### config.mk
export PLATFORM = sky130hd
export DESIGN_NAME = riscv_prog_loader_flat
export DESIGN_NICKNAME = d
export VERILOG_FILES = /design/src/rtl/riscv_pkg.sv /design/src/rtl/riscv_prog_loader_if.sv /design/src/rtl/sync_edge_det.sv /design/src/rtl/riscv_prog_loader.sv /design/src/flat_wrapper.sv
export SDC_FILE = /design/constraint.sdc
export NUM_CORES = 1
export LEC_CHECK = 0
export BUFFER_PORTS_ARGS = -buffer_cell sky130_fd_sc_hd__buf_2
export CAP_MARGIN = 20
export CORE_MARGIN = 1.5
export CORE_UTILIZATION = 38
export DETAILED_ROUTE_END_ITERATION = 10
export PLACE_DENSITY = 0.71
export SLEW_MARGIN = 10
export SYNTH_ARGS = -nofsm -noshare
export SYNTH_HDL_FRONTEND = slang
export SYNTH_SLANG_ARGS = --single-unit
### constraint.sdc
create_clock -name clk -period 2.3 [get_ports clk]
set_clock_uncertainty 0.05 [all_clocks]
set_input_delay 0.345 -clock clk [delete_from_list [all_inputs] [get_ports clk]]
set_output_delay 0.345 -clock clk [all_outputs]
set_load 0.02 [all_outputs]
### src/rtl/riscv_pkg.sv
// Shared definitions for the RISC-V tile: loader state encoding, data width
// and the uio_in pin positions of the loader control inputs.
package riscv_pkg;

    localparam int XLEN = 32;

    localparam int LD_STB_BIT = 0;
    localparam int RUN_BIT    = 1;
    localparam int STOP_BIT   = 2;

    typedef enum logic [1:0] {
        LDR_IDLE     = 2'd0,
        LDR_ASSEMBLE = 2'd1,
        LDR_WRITE    = 2'd2,
        LDR_RUN      = 2'd3
    } ldr_state_e;

endpackage

### src/rtl/riscv_prog_loader_if.sv
// Instruction-memory write port between the program loader (master) and the
// core's imem (slave).
interface riscv_prog_loader_if
    import riscv_pkg::*;
#(
    parameter int IMEM_AW = 5
);
    logic                 we;
    logic [IMEM_AW-1:0]   waddr;
    logic [XLEN-1:0]      wdata;

    modport master (output we, waddr, wdata);
    modport slave  (input  we, waddr, wdata);
endinterface

### src/rtl/sync_edge_det.sv
// Multi-flop synchronizer for one asynchronous level, followed by a
// rising-edge detector producing a single-cycle pulse.
module sync_edge_det #(
    parameter int SYNC_STG = 2
) (
    input  logic clk,
    input  logic rst_n,
    input  logic din,
    output logic pulse
);
    logic [SYNC_STG-1:0] sync_reg;
    logic                prev_reg;

    always_ff @(posedge clk or negedge rst_n) begin
        if (!rst_n) begin
            sync_reg <= '0;
            prev_reg <= 1'b0;
        end else begin
            sync_reg <= {sync_reg[SYNC_STG-2:0], din};
            prev_reg <= sync_reg[SYNC_STG-1];
        end
    end

    assign pulse = sync_reg[SYNC_STG-1] & ~prev_reg;
endmodule

### src/rtl/riscv_prog_loader.sv
// Byte-serial program loader: packs little-endian bytes into 32-bit imem
// words, holds the core in reset while loading and sequences run/stop.
module riscv_prog_loader
    import riscv_pkg::*;
#(
    parameter int IMEM_AW  = 5,
    parameter int SYNC_STG = 2
) (
    input  logic                  clk,
    input  logic                  rst_n,
    input  logic                  ena,
    input  logic [7:0]            ld_data,
    input  logic                  ld_strobe,
    input  logic                  run_req,
    input  logic                  stop_req,
    riscv_prog_loader_if.master   imem,
    output logic                  core_rst_n,
    output logic                  loading,
    output logic [IMEM_AW:0]      word_cnt,
    output logic                  err_ovf,
    output logic                  err_partial
);
    localparam logic [1:0] ST_IDLE     = LDR_IDLE;
    localparam logic [1:0] ST_ASSEMBLE = LDR_ASSEMBLE;
    localparam logic [1:0] ST_WRITE    = LDR_WRITE;
    localparam logic [1:0] ST_RUN      = LDR_RUN;

    localparam logic [IMEM_AW:0] FULL_CNT = {1'b1, {IMEM_AW{1'b0}}};

    logic [2:0] raw_in;
    logic [2:0] edge_raw;
    logic       byte_ev, run_ev, stop_ev;

    assign raw_in[LD_STB_BIT] = ld_strobe;
    assign raw_in[RUN_BIT]    = run_req;
    assign raw_in[STOP_BIT]   = stop_req;

    // Synchronizers run regardless of ena so that edges seen while disabled are consumed, not deferred.
    for (genvar gi = 0; gi < 3; gi++) begin : g_sync
        sync_edge_det #(.SYNC_STG(SYNC_STG)) u_sync (
            .clk   (clk),
            .rst_n (rst_n),
            .din   (raw_in[gi]),
            .pulse (edge_raw[gi])
        );
    end

    assign byte_ev = edge_raw[LD_STB_BIT] & ena;
    assign run_ev  = edge_raw[RUN_BIT]    & ena;
    assign stop_ev = edge_raw[STOP_BIT]   & ena;

    logic [1:0]         state_reg,       state_next;
    logic [1:0]         byte_idx_reg,    byte_idx_next;
    logic [XLEN-1:0]    wdata_reg,       wdata_next;
    logic [IMEM_AW-1:0] waddr_reg,       waddr_next;
    logic [IMEM_AW:0]   word_cnt_reg,    word_cnt_next;
    logic               run_pend_reg,    run_pend_next;
    logic               err_ovf_reg,     err_ovf_next;
    logic               err_partial_reg, err_partial_next;

    always_comb begin
        state_next       = state_reg;
        byte_idx_next    = byte_idx_reg;
        wdata_next       = wdata_reg;
        waddr_next       = waddr_reg;
        word_cnt_next    = word_cnt_reg;
        run_pend_next    = run_pend_reg;
        err_ovf_next     = err_ovf_reg;
        err_partial_next = err_partial_reg;

        case (state_reg)
            ST_IDLE, ST_ASSEMBLE: begin
                // A run request outranks a coincident byte; any partial word is discarded.
                if (run_ev || run_pend_reg) begin
                    state_next    = ST_RUN;
                    run_pend_next = 1'b0;
                    if (byte_idx_reg != 2'd0) begin
                        err_partial_next = 1'b1;
                        byte_idx_next    = 2'd0;
                    end
                end else if (byte_ev) begin
                    if (state_reg == ST_IDLE && word_cnt_reg == FULL_CNT) begin
                        err_ovf_next = 1'b1;
                    end else begin
                        wdata_next[8*byte_idx_reg +: 8] = ld_data;
                        if (byte_idx_reg == 2'd3) begin
                            byte_idx_next = 2'd0;
                            state_next    = ST_WRITE;
                        end else begin
                            byte_idx_next = byte_idx_reg + 2'd1;
                            state_next    = ST_ASSEMBLE;
                        end
                    end
                end
            end
            ST_WRITE: begin
                waddr_next    = waddr_reg + IMEM_AW'(1);
                word_cnt_next = word_cnt_reg + (IMEM_AW+1)'(1);
                state_next    = ST_IDLE;
                if (run_ev) begin
                    run_pend_next = 1'b1;
                end
            end
            default: begin
                if (stop_ev) begin
                    state_next    = ST_IDLE;
                    waddr_next    = '0;
                    word_cnt_next = '0;
                    byte_idx_next = 2'd0;
                end
            end
        endcase
    end

    always_ff @(posedge clk or negedge rst_n) begin
        if (!rst_n) begin
            state_reg       <= ST_IDLE;
            byte_idx_reg    <= 2'd0;
            wdata_reg       <= '0;
            waddr_reg       <= '0;
            word_cnt_reg    <= '0;
            run_pend_reg    <= 1'b0;
            err_ovf_reg     <= 1'b0;
            err_partial_reg <= 1'b0;
        end else if (ena) begin
            state_reg       <= state_next;
            byte_idx_reg    <= byte_idx_next;
            wdata_reg       <= wdata_next;
            waddr_reg       <= waddr_next;
            word_cnt_reg    <= word_cnt_next;
            run_pend_reg    <= run_pend_next;
            err_ovf_reg     <= err_ovf_next;
            err_partial_reg <= err_partial_next;
        end
    end

    assign imem.we     = (state_reg == ST_WRITE) & ena;
    assign imem.waddr  = waddr_reg;
    assign imem.wdata  = wdata_reg;
    // The core goes back into reset in the very cycle the stop edge is seen.
    assign core_rst_n  = (state_reg == ST_RUN) & ~stop_ev;
    assign loading     = (state_reg != ST_RUN);
    assign word_cnt    = word_cnt_reg;
    assign err_ovf     = err_ovf_reg;
    assign err_partial = err_partial_reg;
endmodule

### src/flat_wrapper.sv
// flat-port wrapper written by rule: the top's interface ports become plain ports
module riscv_prog_loader_flat import riscv_pkg::*;
#(
    parameter int IMEM_AW  = 5,
    parameter int SYNC_STG = 2
)
  (clk, rst_n, ena, ld_data, ld_strobe, run_req, stop_req, core_rst_n, loading, word_cnt, err_ovf, err_partial, imem_we, imem_waddr, imem_wdata);
  riscv_prog_loader_if #(.IMEM_AW(IMEM_AW)) imem_i ();
  input  logic clk;
  input  logic rst_n;
  input  logic ena;
  input  logic [7:0] ld_data;
  input  logic ld_strobe;
  input  logic run_req;
  input  logic stop_req;
  output logic core_rst_n;
  output logic loading;
  output logic [IMEM_AW:0] word_cnt;
  output logic err_ovf;
  output logic err_partial;
  output wire logic [$bits(imem_i.we)-1:0] imem_we;
  output wire logic [$bits(imem_i.waddr)-1:0] imem_waddr;
  output wire logic [$bits(imem_i.wdata)-1:0] imem_wdata;
  assign imem_we = imem_i.we;
  assign imem_waddr = imem_i.waddr;
  assign imem_wdata = imem_i.wdata;
  riscv_prog_loader #(.IMEM_AW(IMEM_AW), .SYNC_STG(SYNC_STG)) u_core (.clk(clk), .rst_n(rst_n), .ena(ena), .ld_data(ld_data), .ld_strobe(ld_strobe), .run_req(run_req), .stop_req(stop_req), .imem(imem_i), .core_rst_n(core_rst_n), .loading(loading), .word_cnt(word_cnt), .err_ovf(err_ovf), .err_partial(err_partial));
endmodule
### Word level (Yosys, flattened, before mapping)

Cells that the tools add are included.

* $add $sub $neg: 4
* multiply operators: 0
* div/mod/pow operators: 0
* order comparisons: 0
* equality and inequality tests: 11
* shift-type cells: 2
* muxes and demuxes: 20
* bitwise logic cells: 16
* reductions and logical operators: 16

Operators with widths (number)
* negator 5 -> 34 bit: 1
* variable shift 8 x 34 -> 32 bit, first input constant: 1
* variable part select 8 x 34 -> 32 bit: 1
* bitwise mux 32 bit: 1
* 2-to-1 mux 2 bit: 10
* one-hot mux 6 bit (2 select lines): 1
* AND reduction 4 bit: 3
* one-hot mux 5 bit (2 select lines): 1
* AND reduction 5 bit: 2
* AND 1 bit: 8
* NOT 1 bit: 8
* one-hot mux 2 bit (2 select lines): 2
* nonzero test 2 bit: 4
* adder 6 x 1 -> 6 bit, second input constant: 1
* == test 2 bit, second input constant: 3
* == test 6 bit, second input constant: 1
* 2-to-1 mux 6 bit: 1
* AND reduction 6 bit: 1
* adder 5 x 1 -> 5 bit, second input constant: 1
* 2-to-1 mux 5 bit: 1
* != test 2 x 1 -> 1 bit, second input constant: 2
* != test 3 x 1 -> 1 bit, second input constant: 1
* != test 3 x 2 -> 1 bit, second input constant: 1
* != test 3 bit, second input constant: 1
* other kinds (11): 12

* bits in registers: 59
* bits in latches: 0
* memory bits (writable): 0
* ROM bits: 0
* bits of input ports: 14
* output and inout port bits: 48
* word-level logic and storage cells: 83
* memories: 0

### Depth between registers and ports, before layout

* depth after elaboration: 6
* mapped depth: 7
* mapped depth without buffers: 6

### Hierarchy

Synthesis repeated with hierarchy kept, for this count alone.

* cells, all modules: 261
* area total of the unflattened synthesis: 2716.4 µm²

By module, submodules not included
* riscv_prog_loader: times used 1, cells an instance 249, area an instance 2449.8 µm², seq. area each 1251.2 µm²
* sync_edge_det: times used 3, cells an instance 4, area an instance 88.8 µm², seq. area each 75.1 µm²

### Least setup slack after synthesis

OpenSTA, ideal clock, no wires.

* kind: register to register
* start point: reg u_core.word_cnt_reg[0], in the netlist u_core.word_cnt[0]
* end point: reg u_core.state_reg[0]
* library setup time: 0.125 ns
* arrival time: 1.708 ns
* required time: 2.125 ns
* setup slack: 0.418 ns
* stages on the path, launching flop included: 7
* buffers on the path: 0
* clock period less this slack: 1.882 ns
* path through: dfrtp_1 -> inv_1 -> ha_1 -> nor3b_1 -> a22oi_1 -> o21ai_1 -> mux2_2

* word-level cells in the longest chain between the ends: 4

RTL lines
* start: declaration: line riscv_prog_loader.sv:56 `logic [IMEM_AW:0] word_cnt_reg, word_cnt_next;`
* start signal: assignment: line riscv_prog_loader.sv:130 `word_cnt_reg <= word_cnt_next;`
* == test 6 bit: line riscv_prog_loader.sv:82 `if (state_reg == ST_IDLE && word_cnt_reg == FULL_CNT) begin`
* logical AND 1 bit: line riscv_prog_loader.sv:82
* != test 3 x 2 -> 1 bit (no source line)
* AND reduction 4 bit (no source line)
* end signal: assignment: line riscv_prog_loader.sv:126 `state_reg <= state_next;`
* end: declaration: line riscv_prog_loader.sv:52 `logic [1:0] state_reg, state_next;`

Every way passes these cells.
A chain may end at the register's enable or synchronous reset.

### Worst setup path after layout

Ends and elaborated chain as after synthesis.

==> impl_metrics.csv <==
group,metric,value,unit
status,status,"finished, final reports clean",
synthesis,yosys.area_share.adder,3.98,%
synthesis,synth_top_family_by_area,"simple AND/OR/NAND/NOR gates",
clock_network,post_cts_buffers,0,
floorplanning,die_x,89.3,microns
global_routing,gr-total-overflow,0,
synthesis,ys_seq_elements,59,
sta,period_needed,1.94,ns
route,drt-total-wl,5790,microns
sta,max_slew_margin,66.0,%
synthesis,synth-compound-area-share,6.64,%
setup_path,path_class,"register to register",
setup_path,cp_max_fo,4,
synthesis,synth-edff-count,0,
final_layout,antennaDiodeCount,0,
synthesis,netlist_instances,263,
setup_path,crit_required,2.46,ns
global_routing,grt_max_degree,60,
sta,max_freq,516,MHz
final_layout,fillers,708,
clock_network,cts_resized,0,
global_routing,grt_pass1_wl,9270,microns
synthesis,yosys_warnings,0,
clock_network,cts_tree,"yes",
sta,tightest_slew,0.509,ns
floorplanning,die_height,89.3,microns
synthesis,synthArstFlopShare,100,%
setup_path,cp_data_arrival_time,2.10,ns
route,drc,0,
synthesis,synth.cell_area,2830,sq um
sta,rsz0062_at_grt,"false",
synthesis,yosysTopAreaCell,"dfrtp_1",
power_and_ir_drop,irDropWorstVdd,0.399,mV
final_layout,area_delta_synth_final,21.5,%
sta,hold_slack,0.0713,ns
final_layout,largest_reg_flops,32,
synthesis,syn_area_per_cell,10.8,sq um
placement,hpwl,4180,microns
final_layout,multi_input_area,1140,sq um
synthesis,yosys-top-cells-count,"dfrtp_1 (59), inv_1 (44), nand2_1 (44)",
placement,globalplace.congestion,0.755,
global_routing,track_usage,15.8,%
setup_path,crit_chain,"inv_1, ha_1, nor3b_1, a22oi_1, o21ai_1, mux2_2",
route,wire_per_inst,13.2,microns
setup_path,crit_path_end_kind,"register",
route,wl_met3,189,microns
synthesis,yosysTopAreaCellShare,52.2,%
placement,portBuffers,61,
route,first_iter_violations,80,
clock_network,clockBufferDepth,2,
power_and_ir_drop,p_leak,1.88,nW
synthesis,synth-simple-area-share,15.1,%
power_and_ir_drop,powerDensity,1280,nW/um^2
sta,tns,0,ns
sta,hold_viol_final,0,
clock_network,cts_made_buffers,9,
clock_network,clk_pin_slew_worst_paths,0.06,ns
setup_path,start_kind,"register",
clock_network,cts-root-buf,"clkbuf_8",
route,routed_via_density,4.66,
final_layout,layout-drive-gt1-share,28.1,%
global_routing,grt_pass1_vias,1884,
synthesis,synthTopCellsByArea,"dfrtp_1 (52%), mux2i_1 (12%), inv_1 (5.8%), nand2_1 (5.8%), ha_1 (4.0%)",
setup_path,slowest_delay,0.41,ns
synthesis,ys_seq_area_share,52.2,%
floorplanning,core_area,7210,sq um
floorplanning,rows,31,
route,ant_nets,0,
route,firstDrtPassIters,4,
final_layout,register_area,1480,sq um
synthesis,synth-main-ff-cell,"dfrtp_1",
route,drt-met1-wl,2720,microns
sta,drv_slew,0,
synthesis,synthXorXnorAreaFrac,1.86,%
synthesis,ys_types,40,
synthesis,synth_most_common_cell,"dfrtp_1",
global_routing,grt_antenna_before_repair,0,
floorplanning,ios,62,
route,maxUsedRoutingLayer,"met4",
sta,finalSetupViolCount,0,
route,wl_met2,2790,microns
floorplanning,die_area,7970,sq um
min_path,hp-class,"input pin to register",
synthesis,synth_nets,286,
clock_network,cts_sinks,59,
sta,finalCritPeriodShare,84.2,%
route,via_count,2038,
final_layout,nets,357,
clock_network,clk-insertion-delay-late,0.33,ns
clock_network,h-tree-depth,3,
floorplanning,start_util,39.2,%
synthesis,synth_mux_area_share,12.8,%
flow_run,cap_viol_max_count,0,
setup_path,crit_slowest_cell,"dfrtp_1",
[through the flow]
step / total power [mW] / util, % / instances / setup WS, ns / cell area [sq um]
5_1_grt: 4.77 / 47.6 / 437 / 0.160 / 3430
6_report: 4.41 / 47.6 / 437 / 0.363 / 3430
3_3_place_gp: 3.61 / 45.2 / 421 / 0.454 / 3260
2_1_floorplan: 3.00 / - / 263 / 0.418 / 2830
4_1_cts: 4.48 / 47.6 / 437 / 0.354 / 3430
3_5_place_dp: 3.66 / 45.2 / 421 / 0.371 / 3260
[what timing repair did]
item,4_1_cts,5_1_grt
hold buffers,1,0
endpoints found under the hold margin,59,0
setup endpoints to repair,0,0
[per-layer routing]
layer | track usage (%) | up-vias
met4 | 8.39 | 0
li1 | - | 998
met5 | 0 | -
met1 | 21.8 | 998
met2 | 23.8 | 32
met3 | 2.77 | 10
[final cells by class]
| cell class | instances | area share, % |
|---|---|---|
| Sequential cell | 59 | 43.0 |
| Multi-Input combinational cell | 153 | 33.3 |
| Timing Repair Buffer | 67 | 10.6 |
| Inverter | 44 | 4.81 |
| Clock buffer | 12 | 4.23 |
| Tap cell | 99 | 3.61 |
| Clock inverter | 3 | 0.437 |
[worst paths after layout]
| kind | slack, ns | start | end | depth (start not counted) |
|---|---|---|---|---|
| min in group asynchronous | 0.48 | rst_n | u_core.imem.waddr[0]$_DFFE_PN0P_ | 3 |
| max reg2reg | 0.36 | u_core.word_cnt[0]$_DFFE_PN0P_ | u_core.state_reg[0]$_DFFE_PN0P_ | 6 |
| min | 0.07 | stop_req | u_core.g_sync[2].u_sync.sync_reg[0]$_DFF_PN0_ | 1 |
| max | 0.36 | u_core.word_cnt[0]$_DFFE_PN0P_ | u_core.state_reg[0]$_DFFE_PN0P_ | 6 |
| min reg2reg | 0.30 | u_core.g_sync[0].u_sync.sync_reg[0]$_DFF_PN0_ | u_core.g_sync[0].u_sync.sync_reg[1]$_DFF_PN0_ | 0 |
| max in group asynchronous | 1.43 | rst_n | u_core.imem.wdata[24]$_DFFE_PN0P_ | 3 |
[kinds of logic (layout without fill, tap and decap cells)]
| kind of cell | Yosys count | after routing |
|---|---|---|
| flops | 59 | 59 |
| compound gates | 24 | 24 |
| simple gates | 78 | 78 |
| mux | 36 | 36 |
| buf+inv | 51 | 126 |
| xor+xnor | 6 | 6 |
| fa+ha+maj | 9 | 9 |
[cell usage in the layout, fill, tap and decap left out, drive strengths merged, types with 4 or more instances in the layout]
| cell | instances |
|---|---|
| a2111oi | 4 |
| a21oi | 6 |
| buf | 66 |
| clkbuf | 12 |
| dfrtp | 59 |
| ha | 9 |
| inv | 44 |
| mux2i | 34 |
| nand2 | 45 |
| nand3 | 6 |
| nor2 | 9 |
| nor3 | 4 |
| o21ai | 6 |
| xnor2 | 6 |
[worst max-delay path: cells and delay by family (launching register included)]
kind | cells | cell delay, ns
DFF | 1 | 0.41
AOI/OAI and AO/OA | 2 | 0.40
and+or+nand+nor | 1 | 0.37
muxes | 1 | 0.36
adders and majority gates | 1 | 0.14
buffers and inverters | 1 | 0.10
[power breakdown]
part,switching [mW],internal [mW]
Clock,0.377,0.409
Combinational,1.24,0.686
Sequential,0.278,1.42
Total,1.89,2.52
Note: power is estimated with default switching activity, not from simulation.
